## src/rtl/acq_seq_pkg.sv

```systemverilog
// acq_seq_pkg: shared types and constants for the acquisition frame sequencer.
//   acq_state_e : 2-bit frame phase encoding (RST=0, IDLE=1, WRITE=2, READ=3)
//   CNT_W       : width of the shared phase/period cycle counter
//   FRAME_W     : width of the completed-frame counter
//   term_of()   : converts a phase length in cycles into its terminal count
package acq_seq_pkg;

  localparam int unsigned CNT_W   = 32;
  localparam int unsigned FRAME_W = 16;

  typedef enum logic [1:0] {
    ST_RST   = 2'd0,
    ST_IDLE  = 2'd1,
    ST_WRITE = 2'd2,
    ST_READ  = 2'd3
  } acq_state_e;

  // A phase of len cycles ends when the counter reaches len-1.
  function automatic logic [CNT_W-1:0] term_of(input int unsigned len);
    return CNT_W'(len - 32'd1);
  endfunction

endpackage

```

## src/rtl/acq_sequencer_cycle_timer.sv

```systemverilog
// cycle_timer: free-running cycle counter shared by all sequencer phases.
//   clock, reset  : clock, asynchronous active-low reset
//   clear_i       : synchronous clear (wins over en_i)
//   en_i          : count enable
//   term_i        : terminal count for the current phase
//   at_term_c_o   : combinational, high while count >= term_i
module cycle_timer
  import acq_seq_pkg::*;
(
  input  logic             clock,
  input  logic             reset,
  input  logic             clear_i,
  input  logic             en_i,
  input  logic [CNT_W-1:0] term_i,
  output logic             at_term_c_o
);

  logic [CNT_W-1:0] cnt_q, cnt_d;

  // Next count: clear has priority over increment.
  always_comb begin
    cnt_d = cnt_q;
    if (clear_i) begin
      cnt_d = '0;
    end else if (en_i) begin
      cnt_d = cnt_q + CNT_W'(1);
    end
  end

  always_ff @(posedge clock or negedge reset) begin
    if (!reset) begin
      cnt_q <= '0;
    end else begin
      cnt_q <= cnt_d;
    end
  end

  // ">=" rather than "==" so a deferred read strobe stays due while waiting.
  assign at_term_c_o = (cnt_q >= term_i);

endmodule

```

## src/rtl/acq_sequencer.sv

```systemverilog
// acq_sequencer: frame sequencer for the acquisition path
// (buffer reset -> idle -> capture -> periodic readout, repeating).
//   clock, reset : 50 MHz clock, asynchronous active-low reset
//   enable       : run frames back-to-back; low parks in IDLE after the frame
//   wr_full      : sample buffer full, ends capture early
//   rd_ready     : downstream can accept a read strobe
//   write_cmd    : capture enable level (lags WRITE by one cycle)
//   read_cmd     : one-cycle read strobe
//   reset_cmd    : buffer reset level (lags RST by one cycle)
//   busy         : sequencer not in IDLE
//   state        : current phase encoding
//   frame_cnt    : completed frames, wraps at 16 bits
module acq_sequencer
  import acq_seq_pkg::*;
#(
  parameter int unsigned IDLE_CYC    = 3_000_000,
  parameter int unsigned WRITE_LEN   = 1000,
  parameter int unsigned READ_PERIOD = 5000,
  parameter int unsigned READ_COUNT  = 1000,
  parameter int unsigned RESET_CYC   = 5_000_000
) (
  input  logic               clock,
  input  logic               reset,
  input  logic               enable,
  input  logic               wr_full,
  input  logic               rd_ready,
  output logic               write_cmd,
  output logic               read_cmd,
  output logic               reset_cmd,
  output logic               busy,
  output logic [1:0]         state,
  output logic [FRAME_W-1:0] frame_cnt
);

  // Zero-length phases cannot be sequenced.
  if (IDLE_CYC == 0 || WRITE_LEN == 0 || READ_PERIOD == 0 ||
      READ_COUNT == 0 || RESET_CYC == 0) begin : g_bad_param
    $error("acq_sequencer: phase length parameters must be non-zero");
  end

  acq_state_e         state_q, state_d;
  logic [CNT_W-1:0]   rd_n_q, rd_n_d;
  logic [FRAME_W-1:0] frame_cnt_q, frame_cnt_d;
  logic               write_cmd_q, read_cmd_q, reset_cmd_q, busy_q;
  logic [CNT_W-1:0]   term;
  logic               at_term, issue, idle_hold, timer_clr;

  // Terminal count of the shared timer for the current phase.
  always_comb begin
    term = term_of(RESET_CYC);
    case (state_q)
      ST_IDLE:  term = term_of(IDLE_CYC);
      ST_WRITE: term = term_of(WRITE_LEN);
      ST_READ:  term = term_of(READ_PERIOD);
      default:  term = term_of(RESET_CYC);
    endcase
  end

  // Timer restarts on every phase change, on every strobe, and while IDLE is disabled.
  assign timer_clr = (state_d != state_q) || issue || idle_hold;

  cycle_timer u_timer (
    .clock       (clock),
    .reset       (reset),
    .clear_i     (timer_clr),
    .en_i        (1'b1),
    .term_i      (term),
    .at_term_c_o (at_term)
  );

  // Phase transitions, strobe issue and frame bookkeeping.
  always_comb begin
    state_d     = state_q;
    rd_n_d      = rd_n_q;
    frame_cnt_d = frame_cnt_q;
    issue       = 1'b0;
    idle_hold   = 1'b0;
    case (state_q)
      ST_RST: begin
        if (at_term) state_d = ST_IDLE;
      end
      ST_IDLE: begin
        if (!enable) begin
          idle_hold = 1'b1;
        end else if (at_term) begin
          state_d = ST_WRITE;
        end
      end
      ST_WRITE: begin
        if (at_term || wr_full) state_d = ST_READ;
      end
      ST_READ: begin
        if (at_term && rd_ready) begin
          issue  = 1'b1;
          rd_n_d = rd_n_q + CNT_W'(1);
          if (rd_n_q == term_of(READ_COUNT)) begin
            state_d     = ST_RST;
            rd_n_d      = '0;
            frame_cnt_d = frame_cnt_q + FRAME_W'(1);
          end
        end
      end
      default: state_d = ST_RST;
    endcase
  end

  // State and registered outputs; command outputs reflect the previous cycle.
  always_ff @(posedge clock or negedge reset) begin
    if (!reset) begin
      state_q     <= ST_RST;
      rd_n_q      <= '0;
      frame_cnt_q <= '0;
      write_cmd_q <= 1'b0;
      read_cmd_q  <= 1'b0;
      reset_cmd_q <= 1'b1;
      busy_q      <= 1'b1;
    end else begin
      state_q     <= state_d;
      rd_n_q      <= rd_n_d;
      frame_cnt_q <= frame_cnt_d;
      write_cmd_q <= (state_q == ST_WRITE);
      read_cmd_q  <= issue;
      reset_cmd_q <= (state_q == ST_RST);
      busy_q      <= (state_d != ST_IDLE);
    end
  end

  assign write_cmd = write_cmd_q;
  assign read_cmd  = read_cmd_q;
  assign reset_cmd = reset_cmd_q;
  assign busy      = busy_q;
  assign state     = state_q;
  assign frame_cnt = frame_cnt_q;

endmodule

```

## config.mk

```make
export PLATFORM = sky130hd
export DESIGN_NAME = acq_sequencer
export DESIGN_NICKNAME = d
export VERILOG_FILES = /design/src/rtl/acq_seq_pkg.sv /design/src/rtl/acq_sequencer_cycle_timer.sv /design/src/rtl/acq_sequencer.sv
export SDC_FILE = /design/constraint.sdc
export NUM_CORES = 1
export LEC_CHECK = 0
export BUFFER_PORTS_ARGS = -buffer_cell sky130_fd_sc_hd__buf_2
export CAP_MARGIN = 20
export CORE_ASPECT_RATIO = 0.75
export CORE_UTILIZATION = 40
export CTS_CLUSTER_SIZE = 10
export DETAILED_ROUTE_END_ITERATION = 12
export MAX_ROUTING_LAYER = met4
export SETUP_SLACK_MARGIN = 0.15
export SYNTH_ARGS = -nofsm -noshare
export SYNTH_HDL_FRONTEND = slang
export SYNTH_HIERARCHICAL = 1
export SYNTH_SLANG_ARGS = --single-unit
```

## constraint.sdc

```tcl
create_clock -name clock -period 6.9 [get_ports clock]
set_input_delay 1.725 -clock clock [delete_from_list [all_inputs] [get_ports clock]]
set_output_delay 1.725 -clock clock [all_outputs]
set_load 0.005 [all_outputs]
```

==> results.json <==
{
  "yosysMostFrequentCell": "dfrtp_1",
  "grt_max_degree": 47,
  "vias": 3924,
  "grt_pass1_wl_um": 19100,
  "post-dp-hpwl_um": 7840,
  "cts_resized": 0,
  "finalSetupViolCount": 0,
  "max_stage_delay_ns": 0.63,
  "fin_worst_skew_ns": 0.00703,
  "seqCellArea_um2": 2150,
  "syn_inst": 540,
  "dieArea_um2": 13500,
  "crit_path_end_kind": "flip-flop",
  "path_clk_slew_ns": 0.06,
  "drt_pass1_iterations": 5,
  "routabilityCongestion": 0.875,
  "post_cts_buffers": 0,
  "grt_pass1_vias": 3896,
  "cts-root-buf": "clkbuf_16",
  "crit_fanout": 15,
  "min-delay-start": "frame_cnt[15]",
  "ys_seq_elements": 86,
  "min_period_over_period_pct": 64.6,
  "synthArstFlopShare_pct": 100,
  "fin_tns_setup_ns": 0,
  "io_pins": 27,
  "maxSlewViolCount": 0,
  "syn2layout_area_growth_pct": 11.8,
  "max-slew-margin-rel_pct": 47.6,
  "cts_buffers": 9,
  "rows": 35,
  "r2r-end": "frame_cnt[15]",
  "synth_compound_area_share_pct": 6.26,
  "critPathRequiredTime_ns": 7.15,
  "synth.area.top_cells": "dfrtp_1 40%, ha_1 8.4%, xor2_1 6.9%, xnor2_1 4.5%, inv_1 3.9%",
  "dieWidth_um": 134,
  "synth_commonest_cells": "84 x dfrtp_1, 54 x inv_1, 42 x nor2_1, 41 x xor2_1, 37 x nand2_1",
  "synth-simple-area-share_pct": 26.0,
  "p_leak_nw": 2.92,
  "r2r-start": "state[1]",
  "n_antenna_cell": 0,
  "p_int_uw": 828,
  "synth_warnings": 6,
  "vias_per_cell": 5.26,
  "layout.cells.non_filler": 746,
  "cts_num_sinks": 86,
  "cp_slowest_cell": "o21ai_0",
  "drv_cap": 0,
  "rsz0062_at_grt": "false",
  "finalPower_mw": 1.04,
  "setup_slack_ns": 2.44,
  "cp_top_family": "simple AND/OR/NAND/NOR gates",
  "ys_types": 47,
  "crit_type": "reg -> reg",
  "drt-total-wl_um": 10900,
  "cts_tree": "done",
  "status": "finished, final reports clean",
  "drive_gt1_share_pct": 12.4,
  "vdd_ir_drop_max_uv": 131,
  "grt_use_total_pct": 18.4,
  "timing_hold_violations_final": 0,
  "synthesis.area_um2": 5210,
  "p_comb_share_pct": 2.9,
  "numPortBuffers": 26,
  "worstMarginPinSlew_ns": 0.777,
  "yosysTopAreaCell": "dfrtp_1",
  "ys.flop_type": "dfrtp_1",
  "path_cells": "inv_1, nand2_1, inv_1, inv_1, ha_1, nand4_1, nor2_1, nand2_1, o211a_1, o21ai_0, nand4_2, inv_2, nand4_2, nor4_1, xor2_1",
  "arrival_ns": 4.71,
  "grt_overflow": 0,
  "antenna_found_initial": 0,
  "synth-xor-area-share_pct": 11.4,
  "synth_edf_count": 0,
  "netSwitchingFraction_pct": 20.6,
  "synth_seq_area_share_pct": 41.3,
  "synth_top_area_share_pct": 40.3,
  "die_y_um": 101,
  "power_density_nw_per_um2": 179,
  "r2r_slack_ns": 2.44,
  "dpl.cell_count": 731,
  "avgSynthCellArea_um2": 9.66,
  "power_frac_seq_pct": 48.6,
  "p_clk_share_pct": 48.5,
  "first_iter_violations": 179,
  "reg2regPathDepth": 15,
  "cts_buffer_depth": 2,
  "yosys.area_share.adder_pct": 8.40,
  "cp_common_cell": "inv_1",
  "critPathBufInv": 4,
  "startpoint_type": "flip-flop",
  "place_ws_ns": 2.48,
  "cts_hold_buf": 0,
  "timing.hold.ws_ns": 0.482,
  "nFillCells": 1207,
  "nets": 616,
  "wl_per_cell_um": 14.6,
  "synth_top_family_by_area": "simple AND/OR/NAND/NOR gates",
  "remaining_drc_errors": 0,
  "core_um2": 12500,
  "p_sw_uw": 215,
  "start_util_pct": 41.8,
  "htreeDepth": 3,
  "min_delay_path_depth": 1,
  "antenna_left": 0,
  "multi_input_area_um2": 2810,
  "min_path_type": "reg -> reg",
  "min_to": "frame_cnt[15]",
  "fin_crit_ns": 4.46,
  "insertion_delay_ns": 0.33,
  "fmax_mhz": 224,
  "synthMuxAreaShare_pct": 0.480
}
[power by group through the flow]
| stage | registers (mW) | logic [mW] | clock network, mW |
|---|---|---|---|
| CTS | 0.507 | 0.0309 | 0.523 |
| detailed placement | 0.517 | 0.0307 | 0 |
| global route | 0.507 | 0.0360 | 0.541 |
| floorplan | 0.516 | 0.0146 | 0 |
| global placement | 0.517 | 0.0297 | 0 |
| finish | 0.507 | 0.0301 | 0.506 |
[layout by cell type (no fill, tap or decap), types with 2 or more instances in the layout]
cell / Yosys / final
dfrtp_1: 84 / 84
inv_1: 54 / 54
nor2_1: 42 / 42
xor2_1: 41 / 41
nand2_1: 37 / 37
ha_1: 35 / 35
xnor2_1: 27 / 27
buf_2: 7 / 25
nand3_1: 24 / 24
nor3_1: 24 / 24
a21oi_1: 19 / 19
nor4_1: 19 / 19
o21ai_0: 17 / 17
nand4_1: 17 / 17
conb_1: 2 / 17
and4_1: 11 / 11
nor4_2: 9 / 9
clkbuf_16: 0 / 9
nor4_4: 6 / 6
nand4_2: 6 / 6
and3_1: 6 / 6
or3_1: 5 / 5
and2_1: 3 / 3
a31oi_1: 3 / 3
nand2b_1: 3 / 3
buf_4: 2 / 3
a21o_1: 3 / 3
dfstp_2: 2 / 2
clkbuf_1: 6 / 2
bufinv_16: 0 / 2
a2111oi_0: 2 / 2
o21a_1: 2 / 2
o2111ai_1: 2 / 2
or3_2: 2 / 2
or4_1: 2 / 2
[stage by stage]
| step | util (%) | instance area, µm² |
|---|---|---|
| finish | 46.7 | 5830 |
| global route | 46.7 | 5830 |
| CTS | 46.7 | 5830 |
| detailed placement | 44.3 | 5530 |
| global placement | 44.3 | 5530 |
| floorplan | - | 5270 |
[cell families (layout without fill, tap and decap cells)]
logic type | after synthesis | in the layout
flops | 86 | 86
buf+inv | 73 | 98
xor+xnor | 68 | 68
mux | 2 | 2
fa+ha+maj | 35 | 35
compound gates | 54 | 54
other cells | 2 | 17
simple gates | 220 | 220
[area by class of cell]
cell class | count | area share, %
multi-input cells | 396 | 48.2
flip-flops and latches | 86 | 37.0
clock buffers | 11 | 3.99
well taps | 166 | 3.56
inverters | 55 | 3.54
repair buffers | 28 | 2.53
clock inverters | 4 | 1.24
[state kept, by name, indices dropped and copies added (netlist names)]
register       count
u_timer/cnt_q     32
frame_cnt         16
write_cmd          1
busy               1
state              2
read_cmd           1
rd_n_q            32
reset_cmd          1
[per-layer routing]
| layer | vias up | global-route usage (%) | part of all wire [%] |
|---|---|---|---|
| li1 | 1948 | - | - |
| met1 | 1884 | 25.3 | 51 |
| met2 | 83 | 27.3 | 44 |
| met3 | 9 | 4.17 | 3.9 |
| met4 | 0 | 4.46 | 0.84 |
| met5 | - | - | 0 |
[how the worst max path moves through the flow]
stage,start,to,cells after the start
CTS,state[1],frame_cnt[15],15
floorplan,state[1],rd_n_q[24],16
detailed placement,state[1],frame_cnt[15],15
global placement,state[1],frame_cnt[15],15
global route,state[1],rd_n_q[27],15
finish,state[1],frame_cnt[15],15
(Power assumes the default switching activity.)
